--- src/rtl/sccb_master.sv ---
// sccb_master -- byte-level SCCB/I2C master for single-register accesses.
//
// Runs one register write or read per command, as received from the
// camera initializer over the ena/busy handshake.
//   write: START, addr|0, ACK, sub_addr, ACK, data_wr, ACK, STOP
//   read : START, addr|0, ACK, sub_addr, ACK, STOP,
//          RESTART, addr|1, ACK, 8 data bits, master NACK, STOP
// Each bit is four quarters of CLK_DIV clk cycles:
//   q0 SCL low with SDA update, q1..q3 SCL high, SDA sampled on the first cycle of q2.
//
// Ports: clk, rst (sync, active high); ena/rw/addr/sub_addr/data_wr = command;
//        data_rd/busy/done/ack_err = status; scl (push-pull), sda_oe (1 = pull
//        SDA low), sda_i (SDA line level).
//
// Build option: define SCCB_ACK_CHECK_EN to evaluate ACK slots. A NACK then sets
// ack_err and aborts to the final STOP. Without it, the ACK bit is a don't-care
// and ack_err stays 0.
module sccb_master #(
  parameter int CLK_DIV = 125
) (
  input  logic       clk,
  input  logic       rst,
  input  logic       ena,
  input  logic       rw,
  input  logic [7:0] addr,
  input  logic [7:0] sub_addr,
  input  logic [7:0] data_wr,
  output logic [7:0] data_rd,
  output logic       busy,
  output logic       done,
  output logic       ack_err,
  output logic       scl,
  output logic       sda_oe,
  input  logic       sda_i
);

  localparam int QW = (CLK_DIV > 2) ? $clog2(CLK_DIV) : 1;

  typedef enum logic [2:0] {
    IDLE, START, TX_BYTE, RX_ACK, STOP, RESTART, RX_BYTE, TX_NACK
  } state_t;

  state_t         state, state_nx;
  logic [QW-1:0]  qcnt;
  logic [1:0]     phase;
  logic [2:0]     bit_cnt;
  logic [1:0]     byte_sel;    // 0 addr|0, 1 sub_addr, 2 data_wr, 3 addr|1
  logic           rw_q;
  logic [7:0]     addr_q, sub_q, data_q;
  logic [7:0]     tx_sh, rx_sh;
  logic           final_stop;  // low only for the STOP between the two read phases
  logic           got_rx;
  logic           q_end, bit_end, smp_pt;
  logic           nack;

  assign q_end   = (qcnt == QW'(CLK_DIV - 1));
  assign bit_end = q_end && (phase == 2'd3);
  assign smp_pt  = (phase == 2'd2) && (qcnt == '0);
  assign busy    = (state != IDLE);

`ifdef SCCB_ACK_CHECK_EN
  logic ack_smp, ack_err_q;

  always_ff @(posedge clk) begin
    if (rst) begin
      ack_smp   <= 1'b0;
      ack_err_q <= 1'b0;
    end else begin
      if (state == RX_ACK && smp_pt) ack_smp <= sda_i;
      if (state == IDLE && ena)                       ack_err_q <= 1'b0;
      else if (state == RX_ACK && bit_end && ack_smp) ack_err_q <= 1'b1;
    end
  end

  assign nack    = ack_smp;
  assign ack_err = ack_err_q;
`else
  assign nack    = 1'b0;
  assign ack_err = 1'b0;
`endif

  // next state and completion pulse
  always_comb begin
    state_nx = state;
    done     = 1'b0;
    case (state)
      IDLE:           if (ena) state_nx = START;
      START, RESTART: if (bit_end) state_nx = TX_BYTE;
      TX_BYTE:        if (bit_end && bit_cnt == 3'd7) state_nx = RX_ACK;
      RX_ACK: begin
        if (bit_end) begin
          if (nack) state_nx = STOP;
          else begin
            case (byte_sel)
              2'd0:    state_nx = TX_BYTE;
              2'd1:    state_nx = rw_q ? STOP : TX_BYTE;
              2'd2:    state_nx = STOP;
              default: state_nx = RX_BYTE;
            endcase
          end
        end
      end
      RX_BYTE:        if (bit_end && bit_cnt == 3'd7) state_nx = TX_NACK;
      TX_NACK:        if (bit_end) state_nx = STOP;
      STOP: begin
        if (bit_end) begin
          if (final_stop) begin
            state_nx = IDLE;
            done     = 1'b1;
          end else begin
            state_nx = RESTART;
          end
        end
      end
      default:        state_nx = IDLE;
    endcase
  end

  // bus pins decoded from state and quarter
  always_comb begin
    scl    = 1'b1;
    sda_oe = 1'b0;
    case (state)
      START, RESTART:           sda_oe = phase[1];
      TX_BYTE: begin
        scl    = (phase != 2'd0);
        sda_oe = ~tx_sh[7];
      end
      RX_ACK, RX_BYTE, TX_NACK: scl = (phase != 2'd0);
      STOP: begin
        scl    = (phase != 2'd0);
        sda_oe = ~phase[1];
      end
      default: ;
    endcase
  end

  always_ff @(posedge clk) begin
    if (rst) begin
      state      <= IDLE;
      qcnt       <= '0;
      phase      <= 2'd0;
      bit_cnt    <= 3'd0;
      byte_sel   <= 2'd0;
      rw_q       <= 1'b0;
      addr_q     <= 8'h00;
      sub_q      <= 8'h00;
      data_q     <= 8'h00;
      tx_sh      <= 8'h00;
      rx_sh      <= 8'h00;
      data_rd    <= 8'h00;
      final_stop <= 1'b0;
      got_rx     <= 1'b0;
    end else begin
      state <= state_nx;
      if (state == IDLE) begin
        qcnt    <= '0;
        phase   <= 2'd0;
        bit_cnt <= 3'd0;
        if (ena) begin
          rw_q       <= rw;
          addr_q     <= addr;
          sub_q      <= sub_addr;
          data_q     <= data_wr;
          final_stop <= 1'b0;
          got_rx     <= 1'b0;
        end
      end else begin
        qcnt <= q_end ? '0 : qcnt + 1'b1;
        if (q_end) phase <= phase + 2'd1;
      end

      if (bit_end) begin
        case (state)
          START: begin
            tx_sh    <= addr_q & 8'hFE;
            byte_sel <= 2'd0;
            bit_cnt  <= 3'd0;
          end
          RESTART: begin
            tx_sh    <= addr_q | 8'h01;
            byte_sel <= 2'd3;
            bit_cnt  <= 3'd0;
          end
          TX_BYTE: begin
            tx_sh   <= {tx_sh[6:0], 1'b0};
            bit_cnt <= bit_cnt + 3'd1;
          end
          RX_ACK: begin
            bit_cnt <= 3'd0;
            if (state_nx == TX_BYTE) begin
              byte_sel <= byte_sel + 2'd1;
              tx_sh    <= (byte_sel == 2'd0) ? sub_q : data_q;
            end
            if (state_nx == STOP)
              final_stop <= nack || !rw_q || (byte_sel != 2'd1);
          end
          RX_BYTE: begin
            bit_cnt <= bit_cnt + 3'd1;
            if (bit_cnt == 3'd7) got_rx <= 1'b1;
          end
          TX_NACK: final_stop <= 1'b1;
          default: ;
        endcase
      end

      if (state == RX_BYTE && smp_pt) rx_sh <= {rx_sh[6:0], sda_i};

      // publish read data on the edge that opens the done cycle
      if (state == STOP && final_stop && got_rx && phase == 2'd3 &&
          qcnt == QW'(CLK_DIV - 2))
        data_rd <= rx_sh;
    end
  end

endmodule
--- config.mk ---
export PLATFORM = sky130hd
export DESIGN_NAME = sccb_master
export DESIGN_NICKNAME = d
export VERILOG_FILES = /design/src/rtl/sccb_master.sv
export SDC_FILE = /design/constraint.sdc
export NUM_CORES = 1
export LEC_CHECK = 0
export BUFFER_PORTS_ARGS = -buffer_cell sky130_fd_sc_hd__buf_2
export CORE_MARGIN = 2
export CORE_UTILIZATION = 45
export DETAILED_ROUTE_END_ITERATION = 12
export RECOVER_POWER = 100
export SLEW_MARGIN = 20
export SYNTH_ARGS = -nofsm -noshare
export SYNTH_HDL_FRONTEND = slang
export SYNTH_SLANG_ARGS = --single-unit
--- constraint.sdc ---
create_clock -name clk -period 2 [get_ports clk]
set_input_delay 0.4 -clock clk [delete_from_list [all_inputs] [get_ports clk]]
set_output_delay 0.4 -clock clk [all_outputs]
set_load 0.02 [all_outputs]
==> out/summary.md <==
The flow ran to the end, and the final reports show no timing, DRC or antenna violations. For the total routing usage reported by global routing, the log shows 0.190. The total overflow reported by the global router was 0; the number of failing setup endpoints in the final timing report was 0. The total of flip-flops plus latches after synthesis was 67; the synthesized-area fraction occupied by ao, oa, aoi and oai cells was 0.156.

The share of synthesized flip-flops with an asynchronous set or reset is 0. The net count of the finished layout was 458; the sum of negative setup slack was 0 ns. The proportion of layout cells with a drive suffix above 1 is 0.205, and the unique cell type count in the Yosys netlist is 48. The ratio of final minimum period to clock period works out to 0.956.

IR analysis of the VDD net gives a maximum drop of 0.466 mV. In this run the cell area of the synthesized design comes to 0.00317 mm². The worst reg-to-reg setup slack was 0.14 ns. The most used standard cell by instance count after synthesis is sky130_fd_sc_hd__dfxtp_1. After synthesis, the cell types taking the most area are sky130_fd_sc_hd__dfxtp_1 (42%), sky130_fd_sc_hd__mux2i_1 (8.5%), sky130_fd_sc_hd__nand2_1 (7.0%).

The number of enable flip-flop cells after synthesis works out to 0. For the initial antenna violation count, the log shows 0. The area share of xor/xnor cells in the synthesized design is 0.0166. The count of nets left with antenna violations once routing finished came out at 0. TritonCTS built the clock tree. The number of max-slew violations in the final report was 0; the number of remaining DRC errors was 0. The initial core utilization came out at 0.467. Static power due to leakage: 1.53 nW.

After legalization and detailed placement, the total HPWL measured 4.64 mm. In this run the worst path has a maximum fanout of 9. The largest family of logic cells by synthesized area was simple AND/OR/NAND/NOR gates. The fraction of the mapped netlist area in adder cells was 0.0394. The smallest clock period supported by the final layout is computed as 1.91 ns.

Using the TritonRoute via totals, the vias-per-cell ratio works out to 5.03. Static timing analysis puts the maximum clock frequency at 523 MHz. The sort of element at the end of the critical path was an output pin. Dividing total power by cell area gives a power density of 774 mW/mm².

Buffers placed on the I/O ports in this run total 39. Detailed-route via count: 2618. Between clock sinks in the finished design, the worst skew comes to 0.00643 ns. The critical path ends at sda_oe. The share of synthesized area spent on multiplexers works out to 0.0851. The number of placed I/O pins was 42; the die height was 88.0 µm. The layout filler cell count is 671, and the total count of hold-check failures in the final report is 0.

The number of buffers added to fix hold violations after cts is 0. The run gives 4 as the total iterations of the first detailed-routing run. The simple-gate area share of the yosys netlist was 0.228. Max-capacitance violation count: 0.

The area share of the largest cell type after synthesis works out to 0.423. The logs give 9 for the number of buffers inserted during clock tree synthesis and 0 for the count of yosys warnings during synthesis. The tools report the total wire length after detailed routing as 6.64 mm. STA classifies the critical path startpoint as a flop. The tools report the CTS sink count as 67. The average wire length per cell after detail routing is 12.8 µm. The root buffer cell was sky130_fd_sc_hd__clkbuf_8. In this run the worst setup path begins at state[2].

For this run, the leading register cell type out of synthesis is sky130_fd_sc_hd__dfxtp_1. The die covers 0.00774 mm². The run gives 0.809 as the routability congestion estimate. The cell count after synthesis came out at 376.

The synthesized area per cell was 8.44 µm². The reg-to-reg critical path endpoint is tx_sh[6]. After synthesis, the most frequently instantiated cells are sky130_fd_sc_hd__dfxtp_1 (67), sky130_fd_sc_hd__nand2_1 (59), sky130_fd_sc_hd__a21oi_1 (42), sky130_fd_sc_hd__nor2_1 (42), sky130_fd_sc_hd__mux2i_1 (27).

The antenna cell count is 0. Measured along the x axis, the die boundary spans 88.0 µm. Critical setup path kind: flop to output pin. The core region is 0.00679 mm².

Power comes to 2.94 mW. Post-synthesis cell type with the largest combined area: sky130_fd_sc_hd__dfxtp_1. Data arrives at the worst endpoint at 1.51 ns. The logs give 3 for the depth of the CTS H-tree and 415 for the synthesized netlist net count. Counting cells, the worst reg-to-reg path comes to 8.

The tools report the DRC violation total after the first TritonRoute iteration as 128. The worst register-to-register path begins at byte_sel[1]. Clock input transition at the sequential cells of the worst setup and hold paths: 0.07 ns.

The logs give 1.60 ns for the required time at the worst-slack endpoint and 11.4 mm for the wire length of the first global-routing pass. The via count of the first global-routing pass was 2472; the source-to-sink clock delay at the later pin of the worst-skew pair was 0.34 ns. The area growth from synthesis to final layout is 19.5%.

The run gives 0.423 as the sequential cell area fraction in the yosys report. Entering global routing, the biggest net connects 25 pins. The tools report the clock tree buffer depth as 2. The logs give 30 for the number of standard-cell rows in the floorplan and 0.292 ns for the worst hold-check slack. Path category of the worst min-delay check: input pin to flop.
==> kinds of logic after synthesis <==
| family | after synthesis |
|---|---|
| flip-flops | 67 |
| other | 1 |
| XOR/XNOR | 6 |
| AO/OA/AOI/OAI | 79 |
| buffers and inverters | 35 |
| multiplexers | 27 |
| adder cells (fa/ha/maj) | 10 |
| AND/OR/NAND/NOR | 151 |
==> cell type report <==
class | instances | area, µm² | area share
multi-input combinational | 274 | 1710 | 0.451
sequential | 67 | 1350 | 0.355
timing repair buffer | 57 | 338 | 0.0891
clock buffer | 11 | 141 | 0.0373
tap | 96 | 120 | 0.0317
clock inverter | 5 | 100 | 0.0264
inverter | 10 | 37.5 | 0.00989
==> power breakdown <==
part / switching [mW] / internal (mW) / total, mW
logic: 0.115 / 0.0740 / 0.189
clock network: 0.503 / 0.858 / 1.36
registers: 0.0175 / 1.37 / 1.38
total: 0.636 / 2.30 / 2.94
==> layout by cell type, fill, tap and decap left out, types with 2 or more instances in the layout <==
| master | instances |
|---|---|
| sky130_fd_sc_hd__inv_1 | 10 |
| sky130_fd_sc_hd__dfxtp_2 | 4 |
| sky130_fd_sc_hd__o21ai_0 | 5 |
| sky130_fd_sc_hd__nand2b_1 | 4 |
| sky130_fd_sc_hd__a32oi_1 | 2 |
| sky130_fd_sc_hd__nand4_1 | 3 |
| sky130_fd_sc_hd__a211oi_1 | 9 |
| sky130_fd_sc_hd__ha_1 | 8 |
| sky130_fd_sc_hd__and3_1 | 2 |
| sky130_fd_sc_hd__clkbuf_8 | 10 |
| sky130_fd_sc_hd__nand3_1 | 8 |
| sky130_fd_sc_hd__buf_4 | 19 |
| sky130_fd_sc_hd__buf_2 | 29 |
| sky130_fd_sc_hd__bufinv_16 | 3 |
| sky130_fd_sc_hd__a22oi_1 | 2 |
| sky130_fd_sc_hd__nand2_1 | 58 |
| sky130_fd_sc_hd__nor3_4 | 2 |
| sky130_fd_sc_hd__clkbuf_1 | 9 |
| sky130_fd_sc_hd__mux2i_1 | 27 |
| sky130_fd_sc_hd__xnor2_1 | 3 |
| sky130_fd_sc_hd__nor3_1 | 5 |
| sky130_fd_sc_hd__nor2_1 | 41 |
| sky130_fd_sc_hd__nor2b_1 | 3 |
| sky130_fd_sc_hd__xor2_1 | 3 |
| sky130_fd_sc_hd__ha_4 | 2 |
| sky130_fd_sc_hd__dfxtp_1 | 63 |
| sky130_fd_sc_hd__or3_1 | 9 |
| sky130_fd_sc_hd__clkinv_2 | 2 |
| sky130_fd_sc_hd__o21ai_1 | 8 |
| sky130_fd_sc_hd__a21oi_2 | 2 |
| sky130_fd_sc_hd__a21oi_1 | 42 |
==> registers in the layout, indices dropped and copies added, names as in the netlist, 2 cells and up <==
register and cells:
tx_sh 8, addr_q 7, bit_cnt 3, rx_sh 8, data_q 8, byte_sel 2, sub_q 8, data_rd 8
qcnt 7, state 3, phase 2
==> metrics by stage <==
| stage | utilization | setup WS, ns | cells | instance area (µm²) |
|---|---|---|---|---|
| finish | 0.558 | 0.0881 | 520 | 3790 |
| global route | 0.558 | -0.000652 | 520 | 3790 |
| CTS | 0.557 | 0.00570 | 520 | 3790 |
| detailed placement | 0.517 | 0.0867 | 504 | 3510 |
| global placement | 0.517 | 0.158 | 504 | 3510 |
| floorplan | - | 0.200 | 376 | 3170 |
==> repair_timing <==
item | 4_1_cts | 5_1_grt
resized for setup | 7 | 9
pin swaps | 2 | 0
setup endpoints to repair | 1 | 10
buffers inserted | 0 | 0
==> per-layer routing <==
metal / GRT usage / vias up / share of wire
met4: 0.0769 / 0 / 0.015
li1: - / 1372 / -
met3: 0.0405 / 8 / 0.041
met5: 0 / - / 0
met1: 0.268 / 1197 / 0.50
met2: 0.282 / 41 / 0.44
==> worst min path at each step <==
stage	depth (start not counted)	slack (ns)	from	to
after floorplan	2	0.44	data_q[0]	data_q[0]
after global placement	2	0.44	sub_q[5]	sub_q[5]
after detailed placement	2	0.45	sub_q[7]	sub_q[7]
after CTS	3	0.28	data_wr[0]	data_q[0]
after global routing	3	0.29	sub_addr[5]	sub_q[5]
final	3	0.29	sub_addr[6]	sub_q[6]
==> critical path, cell delays in order (launching register included) <==
cell and delay (ns):
sky130_fd_sc_hd__dfxtp_2 0.37, sky130_fd_sc_hd__nand2b_2 0.23, sky130_fd_sc_hd__o22a_1 0.19, sky130_fd_sc_hd__o21ai_0 0.20
sky130_fd_sc_hd__buf_4 0.18
(Power assumes the default switching activity.)
